--- src/rtl/dot_product_ctrl.sv ---
// dot_product_ctrl
//   Sequencer for the dot-product vector memory. On start it walks two stored
//   vectors element by element over the memory's single read port (A then B
//   per element), multiply-accumulates them and offers the scalar result on a
//   valid/ready output.
//
//   Ports
//     clk, rst              clock (rising edge), async active-high reset
//     start                 request; sampled only while idle
//     vec_a_sel, vec_b_sel  operand vector indices, latched on start
//     busy                  high whenever not idle
//     mem_rd_en/addr        read port request (Moore outputs of RD_A / RD_B)
//     mem_rd_data           read data, valid one cycle after mem_rd_en
//     result/result_valid   dot product, held until result_ready at an edge
//     result_ready          consumer accept
//
//   Build option
//     DOTP_SIGNED_EN        elements are two's complement, products
//                           sign-extended, result signed. Undefined: unsigned.
module dot_product_ctrl #(
  parameter int DATA_WIDTH        = 8,
  parameter int NUMBER_OF_VECTORS = 4,
  parameter int VEC_LEN           = 8,
  parameter int ADDR_WIDTH        = 5,
  parameter int SEL_WIDTH         = 2,
  parameter int ACC_WIDTH         = 19
) (
  input  logic                  clk,
  input  logic                  rst,
  input  logic                  start,
  input  logic [SEL_WIDTH-1:0]  vec_a_sel,
  input  logic [SEL_WIDTH-1:0]  vec_b_sel,
  output logic                  busy,
  output logic                  mem_rd_en,
  output logic [ADDR_WIDTH-1:0] mem_rd_addr,
  input  logic [DATA_WIDTH-1:0] mem_rd_data,
  output logic [ACC_WIDTH-1:0]  result,
  output logic                  result_valid,
  input  logic                  result_ready
);

  localparam int IDX_W = (VEC_LEN > 1) ? $clog2(VEC_LEN) : 1;
  localparam int PW    = 2 * DATA_WIDTH;

  // Vectors must fit in the address space.
  if (NUMBER_OF_VECTORS * VEC_LEN > (1 << ADDR_WIDTH)) begin : g_bad_cfg
    $error("dot_product_ctrl: vectors do not fit in ADDR_WIDTH");
  end

  typedef enum logic [2:0] {IDLE, RD_A, RD_B, MAC, DONE} state_e;

  state_e                state_q, state_d;
  logic [SEL_WIDTH-1:0]  a_sel_q, a_sel_d, b_sel_q, b_sel_d;
  logic [IDX_W-1:0]      idx_q, idx_d;
  logic [DATA_WIDTH-1:0] a_reg_q, a_reg_d;
  logic [ACC_WIDTH-1:0]  acc_q, acc_d, result_q, result_d;
  logic                  result_valid_q, result_valid_d;
  logic [ADDR_WIDTH-1:0] addr_q, addr_d;
  logic [ACC_WIDTH-1:0]  prod_ext, acc_sum;
  logic [ADDR_WIDTH-1:0] a_addr, b_addr;

`ifdef DOTP_SIGNED_EN
  logic signed [PW-1:0] prod;
  assign prod = $signed(a_reg_q) * $signed(mem_rd_data);
`else
  logic [PW-1:0] prod;
  assign prod = a_reg_q * mem_rd_data;
`endif

  // Size cast extends according to prod's signedness.
  assign prod_ext = ACC_WIDTH'(prod);
  assign acc_sum  = acc_q + prod_ext;

  assign a_addr = ADDR_WIDTH'(a_sel_q) * ADDR_WIDTH'(VEC_LEN) + ADDR_WIDTH'(idx_q);
  assign b_addr = ADDR_WIDTH'(b_sel_q) * ADDR_WIDTH'(VEC_LEN) + ADDR_WIDTH'(idx_q);

  always_comb begin
    state_d        = state_q;
    a_sel_d        = a_sel_q;
    b_sel_d        = b_sel_q;
    idx_d          = idx_q;
    a_reg_d        = a_reg_q;
    acc_d          = acc_q;
    result_d       = result_q;
    result_valid_d = result_valid_q;
    addr_d         = addr_q;
    mem_rd_en      = 1'b0;
    case (state_q)
      IDLE: if (start) begin
        a_sel_d = vec_a_sel;
        b_sel_d = vec_b_sel;
        acc_d   = '0;
        idx_d   = '0;
        state_d = RD_A;
      end
      RD_A: begin
        mem_rd_en = 1'b1;
        addr_d    = a_addr;
        state_d   = RD_B;
      end
      RD_B: begin
        mem_rd_en = 1'b1;
        addr_d    = b_addr;
        a_reg_d   = mem_rd_data;   // data from the RD_A read
        state_d   = MAC;
      end
      MAC: begin
        acc_d = acc_sum;           // mem_rd_data is the B element here
        if (idx_q == IDX_W'(VEC_LEN - 1)) begin
          result_d       = acc_sum;
          result_valid_d = 1'b1;
          state_d        = DONE;
        end else begin
          idx_d   = idx_q + 1'b1;
          state_d = RD_A;
        end
      end
      DONE: if (result_ready) begin
        result_valid_d = 1'b0;
        state_d        = IDLE;
      end
      default: state_d = IDLE;
    endcase
  end

  always_ff @(posedge clk or posedge rst) begin
    if (rst) begin
      state_q        <= IDLE;
      a_sel_q        <= '0;
      b_sel_q        <= '0;
      idx_q          <= '0;
      a_reg_q        <= '0;
      acc_q          <= '0;
      result_q       <= '0;
      result_valid_q <= 1'b0;
      addr_q         <= '0;
    end else begin
      state_q        <= state_d;
      a_sel_q        <= a_sel_d;
      b_sel_q        <= b_sel_d;
      idx_q          <= idx_d;
      a_reg_q        <= a_reg_d;
      acc_q          <= acc_d;
      result_q       <= result_d;
      result_valid_q <= result_valid_d;
      addr_q         <= addr_d;
    end
  end

  // Address is driven in the read states and otherwise holds the last one.
  assign mem_rd_addr  = addr_d;
  assign busy         = (state_q != IDLE);
  assign result       = result_q;
  assign result_valid = result_valid_q;

endmodule

--- config.mk ---
export PLATFORM = sky130hd
export DESIGN_NAME = dot_product_ctrl
export DESIGN_NICKNAME = d
export VERILOG_FILES = /design/src/rtl/dot_product_ctrl.sv
export SDC_FILE = /design/constraint.sdc
export NUM_CORES = 1
export LEC_CHECK = 0
export ABC_AREA = 0
export CAP_MARGIN = 20
export CORE_ASPECT_RATIO = 0.9
export CORE_UTILIZATION = 30
export CTS_CLUSTER_DIAMETER = 50
export DETAILED_ROUTE_END_ITERATION = 7
export GPL_ROUTABILITY_DRIVEN = 0
export PLACE_DENSITY_LB_ADDON = 0.12
export RECOVER_POWER = 50
export SLEW_MARGIN = 20
export SYNTH_ARGS = -nofsm -noshare
export SYNTH_HDL_FRONTEND = slang
export SYNTH_SLANG_ARGS = --single-unit
--- constraint.sdc ---
create_clock -name clk -period 5.3 [get_ports clk]
set_input_delay 0.795 -clock clk [delete_from_list [all_inputs] [get_ports clk]]
set_output_delay 0.795 -clock clk [all_outputs]
set_load 0.005 [all_outputs]
Yosys cells after proc, flatten, opt, wreduce, memory -nomap -nowiden
Cells that the tools add are included.

storage, ports and cells
  output and inout bits = 27
  bits in read-only memories = 0
  memories = 0
  flip-flop bits (word level) = 62
  word-level logic and storage cells = 48
  bits in latches = 0
  bits in writable memories = 0
  input port bits = 16

cells by class
  bitwise operators = 0
  reductions and logical operators = 11
  eq/ne operators = 9
  shifts and indexed selects = 0
  add/subtract/negate cells = 4
  multipliers = 1
  muxes and demuxes = 14
  $lt $le $gt $ge = 0
  div/mod/pow operators = 0

operator list
  cell                   number
  $pmux W19 S2           1
  $add A19 B16 Y19       1
  $mux W19               1
  $mul A8 B8 Y16         1
  $mux W3                5
  $pmux W3 S5            1
  $add A5 B3 Y5          2
  $pmux W5 S2            1
  $ne A2 B2 Y1 const B   4
  $reduce_and A2 Y1      4
  $eq A3 B2 Y1 const B   2
  $eq A3 B3 Y1 const B   2
  $pmux W3 S2            1
  $reduce_and A3 Y1      2
  $reduce_bool A2 Y1     2
  $add A3 B1 Y3 const B  1
  $eq A3 B1 Y1 const B   1
  $logic_not A3 Y1       1
  $mux W1                3
  $reduce_bool A3 Y1     1
  $pmux W1 S2            1
  $reduce_or A2 Y1       1

Longest topological paths before layout
Gate-level depths: netlist (run 1).

  depth after elaboration = 3
  gate-level depth with buffers = 18
  depth with buffers taken out = 17

Least setup slack after synthesis (run 1)
OpenSTA, ideal clock, no wires.

  path kind = input -> register
  from = input port mem_rd_data[1]
  to = register result_q[18] (netlist: result[18])
  path buffers = 1
  cell stages on the path = 16
  required time = 5177 ps
  setup time = 123 ps
  data arrival time = 4616 ps
  slack = 560 ps
  path through = clkbuf_1 -> nand2_1 -> fa_1 -> inv_1 -> fa_1 -> fa_1 -> inv_1 -> fa_1 -> inv_1 -> ha_1 -> a21oi_2 -> a311oi_1 -> nand3b_1 -> a311o_2 -> xnor2_1 -> o21ai_1

between the ends
  longest elaborated chain between the ends = 2

RTL lines
  what                  RTL line  text
  from (decl)           36        input logic [DATA_WIDTH-1:0] mem_rd_data,
  $mul A8 B8 Y16        67        assign prod = a_reg_q * mem_rd_data;
  $add A19 B16 Y19      72        assign acc_sum = acc_q + prod_ext;
  to (signal assigned)  144       result_q <= result_d;
  to (decl)             56        logic [ACC_WIDTH-1:0] acc_q, acc_d, result_q, result_d;

Every way passes these cells.
A chain may end at the register's enable or synchronous reset.

Final worst setup path (run 1)
  from = input port mem_rd_data[4]
  to = register result_q[15] (netlist: result[15])

Same word-level chain as after synthesis.

==> results.md, run 1 <==
- Initial Util: 31.1%
- Netlist cell types: 46
- Min Tclk post-route: 5.11 ns
- Vias: 3736
- Post-synth top area share: 30.6%
- Die area: 0.0174 mm²
- Worst-path cell chain: clkdlybuf4s50_1, and2_1, fa_1, inv_1, fa_1, inv_1, fa_1, inv_1, fa_1, inv_1, ha_1, buf_4, o211ai_2, a21oi_2, o2111ai_2, a31oi_2, o21a_1, o31ai_1
- Top cells by area, synth: dfrtp_1 (31%), fa_1 (20%), ha_1 (11%)
- Final Skew: 0.00354 ns
- Post-synthesis register bit count: 62
- Final Cycle Share: 96.4%
- Synthesis Warnings: 0
- I/O Buffers: 42
- Largest delay share family, worst path: adder cells
- Total gr overflow: 0
- Core area: 0.0164 mm²
- Synthesized Nets: 647
- Initial antenna violation count: 0
- Slew HR: -140%
- Hold_ws: 0.478 ns
- Most frequent cell after synthesis: nand2_1
- Detail Placement HPWL: 9170 µm
- Hold buffer count at CTS: 0
- CTS Buffer Depth: 2
- Drt pass-1 iters: 6
- Sink Count: 62
- WL per Instance: 14.9 µm
- Post_cts resized: 0
- Post-Syn Area: 0.00508 mm²
- Setup violations, final: 0
- Min-delay src: result[8]$_DFFE_PP0P_
- Violated checks: DRC, capacitance limit, slew limit
- CP required: 5.54 ns
- Avg Inst Size Synth: 9.44 µm²
- First-pass GRT wire length: 20600 µm
- Slowest cell on crit path: fa_1
- Ys async rst share: 100%
- CP max FO: 4
- Worst hold stages: 2
- Outcome: complete, but fails checks
- Final Hold Fails: 0
- Row cnt: 44
- Root buffer cell: clkbuf_16
- Worst-path clk slew: 0.06 ns
- DRT antenna net count: 0
- Post-CTS setup buffers: 0
- Hold Crit Class: flop to flop
- Reg2reg setup slack: 0.50 ns
- Synth Instances: 538
- Max-slew violations: 63
- Worst Setup Path Type: primary input to flop
- Share of the yosys chip area belonging to registers: 30.6%
- DRC violations left: 1
- GRT Overall Usage: 15.3%
- Post-DR vias/cell: 4.62
- RR Startpoint: a_reg_q[3]$_DFFE_PP0P_
- Area delta synth->final: 21.8%
- Fillers: 1655
- Final Core Density: 37.8%
- Hold Path Sink: result[8]$_DFFE_PP0P_
- Routed wire length: 12100 µm
- Final std cells w/o fill: 809
- CTS buffer count: 9
- DRT iter0 DRCs: 148
- # diodes: 0
- DIE WIDTH: 139 µm
- NumNets Final: 706
- Highest Clock Rate: 196 MHz
- Crit end category: flop
- CP arrival: 5.35 ns
- Inst Count DP: 793
- Worst skew pair latency: 0.34 ns
- R2r worst-path depth: 17
- Largest net degree at the start of global routing: 63
- Bufs and invs on worst path: 6
- Startpoint Class: primary input
- Main synth FF type: dfrtp_1
- Top cell type by total area after synthesis: dfrtp_1
- Die height: 125 µm
- Worst-margin pin slew: 3.59 ns
- Max Cap Viol: 1
- Slowest cell delay on critical path: 0.55 ns
- Vias in the first global route: 4007
- Most frequent cells after synthesis: nand2_1 (95), inv_1 (94), dfrtp_1 (62)
- EDFF count, synth: 0
- CTS H-tree lvls: 3
- CTS tree: built
- Number of I/O pins: 43
- Layout cells sized above 1: 11.1%
- Critical R2R Capture: result[15]$_DFFE_PP0P_
[worst max-delay path by stage]
stage | startpoint | to | cells after the start
after floorplan | mem_rd_data[1] | result[18]$_DFFE_PP0P_ | 16
after global placement | mem_rd_data[7] | result[15]$_DFFE_PP0P_ | 17
after detailed placement | mem_rd_data[7] | result[18]$_DFFE_PP0P_ | 16
after CTS | mem_rd_data[7] | result[18]$_DFFE_PP0P_ | 16
after global routing | mem_rd_data[4] | result[15]$_DFFE_PP0P_ | 18
final | mem_rd_data[4] | result[15]$_DFFE_PP0P_ | 18
[cell usage in the layout (no fill, tap or decap), drive strengths merged, types with 3 or more instances in the layout]
master / count
a21o: 5
a21oi: 13
a22o: 4
and2: 29
and3: 3
buf: 25
clkbuf: 10
clkdlybuf4s50: 38
clkinv: 3
dfrtp: 62
dlygate4sd3: 3
fa: 50
ha: 43
inv: 96
mux2: 15
nand2: 95
nand2b: 5
nand3: 5
nor2: 10
nor2b: 3
nor3: 5
o21ai: 34
o22ai: 4
o31ai: 3
xnor2: 8
xor2: 5
[metrics by stage]
| step | setup slack (ns) | setup TNS, ns | area, µm² |
|---|---|---|---|
| after floorplan | 0.560 | 0 | 5080 |
| after global placement | -0.105 | -0.647 | 5860 |
| after detailed placement | -0.149 | -0.863 | 5860 |
| after CTS | 0.187 | 0 | 6160 |
| after global routing | -0.0293 | -0.0293 | 6180 |
| final | 0.190 | 0 | 6180 |
[final cells by class]
cell class / instances / area, µm² / share of cell area [%]
flip-flops and latches: 62 / 1550 / 25.1
inverters: 95 / 357 / 5.77
clock buffers: 9 / 225 / 3.64
repair buffers: 68 / 614 / 9.94
well taps: 207 / 259 / 4.19
multi-input cells: 361 / 3100 / 50.2
clock inverters: 7 / 72.6 / 1.17
[flip-flops by register name, summed over array words and instances, names as in the netlist, 2 cells and up]
register  cells
addr_q        5
idx_q         3
result       19
acc_q        19
a_reg_q       8
b_sel_q       2
a_sel_q       2
state_q       3
[logic make-up after synthesis]
logic type | Yosys count | share of synthesized area (%)
buffers and inverters | 115 | 8.87
AO/OA/AOI/OAI | 76 | 9.49
AND/OR/NAND/NOR | 163 | 15.0
XOR/XNOR | 13 | 2.24
flip-flops | 62 | 30.6
multiplexers | 16 | 3.52
adder cells (fa/ha/maj) | 93 | 30.3
[per-layer routing]
metal | wire length (µm) | part of all wire [%] | global-route usage (%) | vias up
met5 | 0 | 0 | 0 | -
met4 | 151 | 1.3 | 4.44 | 0
met3 | 293 | 2.4 | 3.60 | 14
met2 | 5560 | 46 | 24.3 | 41
met1 | 6060 | 50 | 20.6 | 1861
li1 | - | - | - | 1820
[tightest hold or removal path: cells and delay by family, from the launching register on]
kind | cells | cell delay, ns
and+or+nand+nor | 1 | 0.04
AOI/OAI and AO/OA | 1 | 0.06
DFF | 1 | 0.34
Power of run 1 is not shown: default switching activity piles up to over one toggle a cycle in this logic, so the estimate is an artifact.
==> run 2, diff against run 1 <==
Clock period 5.3 ns to 6.1 ns, I/O delays scaled along.
==> run 2 against run 1 <==
  * The flow still finishes with violations (DRC, capacitance limit, slew limit)
  * Clock-buffer cell count grew 3
  * Wire length shrank 0.47%
  * Via count shrank 2.1%
  * First-iteration DRC count shrank 10%
  * Non-clock buffer count shrank 24
  * Setup slack gained 0.42 ns
  * Sequential share of layout area grew 0.63 points
  * Die area is the same
  * Global-route usage grew 0.19 points
  * Largest cell class unchanged
  * Highest routed layer unchanged
==> results.md, run 2 (synthesis results as in run 1) <==
- Outcome: complete, but fails checks
- Violated checks: DRC, capacitance limit, slew limit
- DRT antenna net count: 0 (unchanged)
- Post_cts resized: 0 (unchanged)
- Bufs and invs on worst path: 5 (-1)
- Sink Count: 62 (unchanged)
- Core area: 0.0164 mm² (unchanged)
- Initial Util: 31.1% (unchanged)
- Final Core Density: 36.9% (-0.93 points)
- Die height: 125 µm (unchanged)
- DRT met1 WL: 6010 µm (-0.73%)
- Worst-path clk slew: 0.06 ns (about the same)
- Final Cycle Share: 89.9%
- Worst skew pair latency: 0.34 ns (about the same)
- Total gr overflow: 0 (unchanged)
- Setup violations, final: 0 (unchanged)
- Drt pass-1 iters: 6 (unchanged)
- CP max FO: 9 (+5)
- Layout cells sized above 1: 6.07% (-5.1 points)
- Final Hold Fails: 0 (unchanged)
- GRT Overall Usage: 15.4% (+0.19 points)
- Worst-margin pin slew: 3.51 ns (-0.0784 ns)
- Slew HR: -134% (+5.2 points)
- Routed wire length: 12000 µm (-0.47%)
- RSZ-0062 raised after global routing: false
- Worst-path cell chain: clkdlybuf4s50_1, and2_1, fa_1, inv_1, fa_1, inv_1, fa_1, inv_1, fa_1, inv_1, ha_1, a21oi_2, a311oi_1, nand3b_1, a311o_2, xnor2_1, o21ai_1
- CTS Buffer Depth: 2 (unchanged)
- Vias: 3659 (-2.1%)
- Highest Clock Rate: 182 MHz
- DRC violations left: 1 (unchanged)
- I/O Buffers: 42 (unchanged)
- CP required: 6.31 ns (+0.77 ns)
- RR Startpoint: a_reg_q[3]$_DFFE_PP0P_
- Area delta synth->final: 18.8%
- Post-DR vias/cell: 4.67 (+1.1%)
- Largest delay share family, worst path: adder cells
- Most common cell after layout, fill and taps aside: nand2_1
- DRT iter0 DRCs: 133 (-10%)
- Root buffer cell: clkbuf_16
- Inst Count DP: 769 (-3.0%)
- Row cnt: 44 (unchanged)
- Total negative slack: 0 ns (unchanged)
- CTS buffer count: 9 (unchanged)
- CTS H-tree lvls: 3 (unchanged)
- Min Tclk post-route: 5.49 ns
- Number of I/O pins: 43 (unchanged)
- Routed wl met2: 5400 µm (-2.9%)
- Startpoint Class: primary input
- Detail Placement HPWL: 9220 µm (+0.54%)
- Slowest cell on crit path: clkdlybuf4s50_1
- # diodes: 0 (unchanged)
- DIE WIDTH: 139 µm (unchanged)
- Final Skew: 0.00531 ns (+0.00177 ns)
- Post-CTS setup buffers: 0 (unchanged)
- WL per Instance: 15.3 µm (+2.7%)
- CTS tree: built
- Max Cap Viol: 1 (unchanged)
- Worst Setup Path Type: primary input to flop
- Largest net degree at the start of global routing: 63 (unchanged)
- Hold Crit Class: flop to flop
- Crit path from: mem_rd_data[4]
- Highest Signal Layer: met4
- Vias in the first global route: 3963 (-1.1%)
- Die area: 0.0174 mm² (unchanged)
- Initial antenna violation count: 0 (unchanged)
- Hold buffer count at CTS: 0 (unchanged)
- Final std cells w/o fill: 784 (-3.1%)
- Max-slew violations: 63 (unchanged)
- Most frequent cells in the layout: nand2_1 (95), inv_1 (94), dfrtp_1 (62)
- Slowest cell delay on critical path: 0.56 ns (about the same)
- NumNets Final: 682 (-3.4%)
- First-pass GRT wire length: 20900 µm (+1.4%)
- Min-delay src: addr_q[2]$_DFF_PP0_
- CP arrival: 5.69 ns (+0.34 ns)
- Crit end category: flop
- DR WL met3: 396 µm (+35%)
-- run 2: cell count changes in the layout (fill, tap and decap cells not counted), sizes merged, moves of 2 or more --
cell,before,now
clkinvlp,2,0
inv,96,94
buf,25,1
clkbuf,10,13
clkinv,3,1
bufinv,1,3
-- run 2: through the flow --
step	setup slack [ns]	hold WS, ns	area, µm²
6_report	0.613	0.485	6030
5_1_grt	0.319	0.511	6030
4_1_cts	0.623	0.486	6030
3_5_place_dp	0.294	0.474	5680
3_3_place_gp	0.403	0.472	5680
2_1_floorplan	1.24	0.446	5080
-- run 2: cell type report --
class                           instances  area, µm²
Multi-Input combinational cell        361       3080
Sequential cell                        62       1550
Timing Repair Buffer                   44        432
Clock buffer                           12        267
Clock inverter                          3       90.1
Fill cell                            1666      10300
Tap cell                              207        259
Inverter                               95        357
-- run 2: path summary, 6_finish.rpt --
kind / end / cells past startpoint / slack [ns]
max: result[18]$_DFFE_PP0P_ / 17 / 0.61
max reg2reg: result[18]$_DFFE_PP0P_ / 16 / 1.27
min: addr_q[2]$_DFF_PP0_ / 1 / 0.48
max in group asynchronous: result[13]$_DFFE_PP0P_ / 3 / 1.74
min reg2reg: addr_q[2]$_DFF_PP0_ / 1 / 0.48
min in group asynchronous: result[1]$_DFFE_PP0P_ / 3 / 2.39
-- run 2: worst reg2reg max path: stages, from the launching register on --
cell,delay (ns)
dfrtp_1,0.51
and2_1,0.23
fa_1,0.56
inv_1,0.05
fa_1,0.47
inv_1,0.05
fa_1,0.54
inv_1,0.06
fa_1,0.55
inv_1,0.05
ha_1,0.37
a21oi_2,0.24
a311oi_1,0.16
nand3b_1,0.25
a311o_2,0.38
xnor2_1,0.16
o21ai_1,0.07
-- run 2: routing by layer --
layer	GRT usage, %	vias up
met3	3.18	18
li1	-	1781
met2	23.6	62
met4	5.62	0
met1	21.6	1798
met5	0	-
Power of run 2 is left out for the same reason.
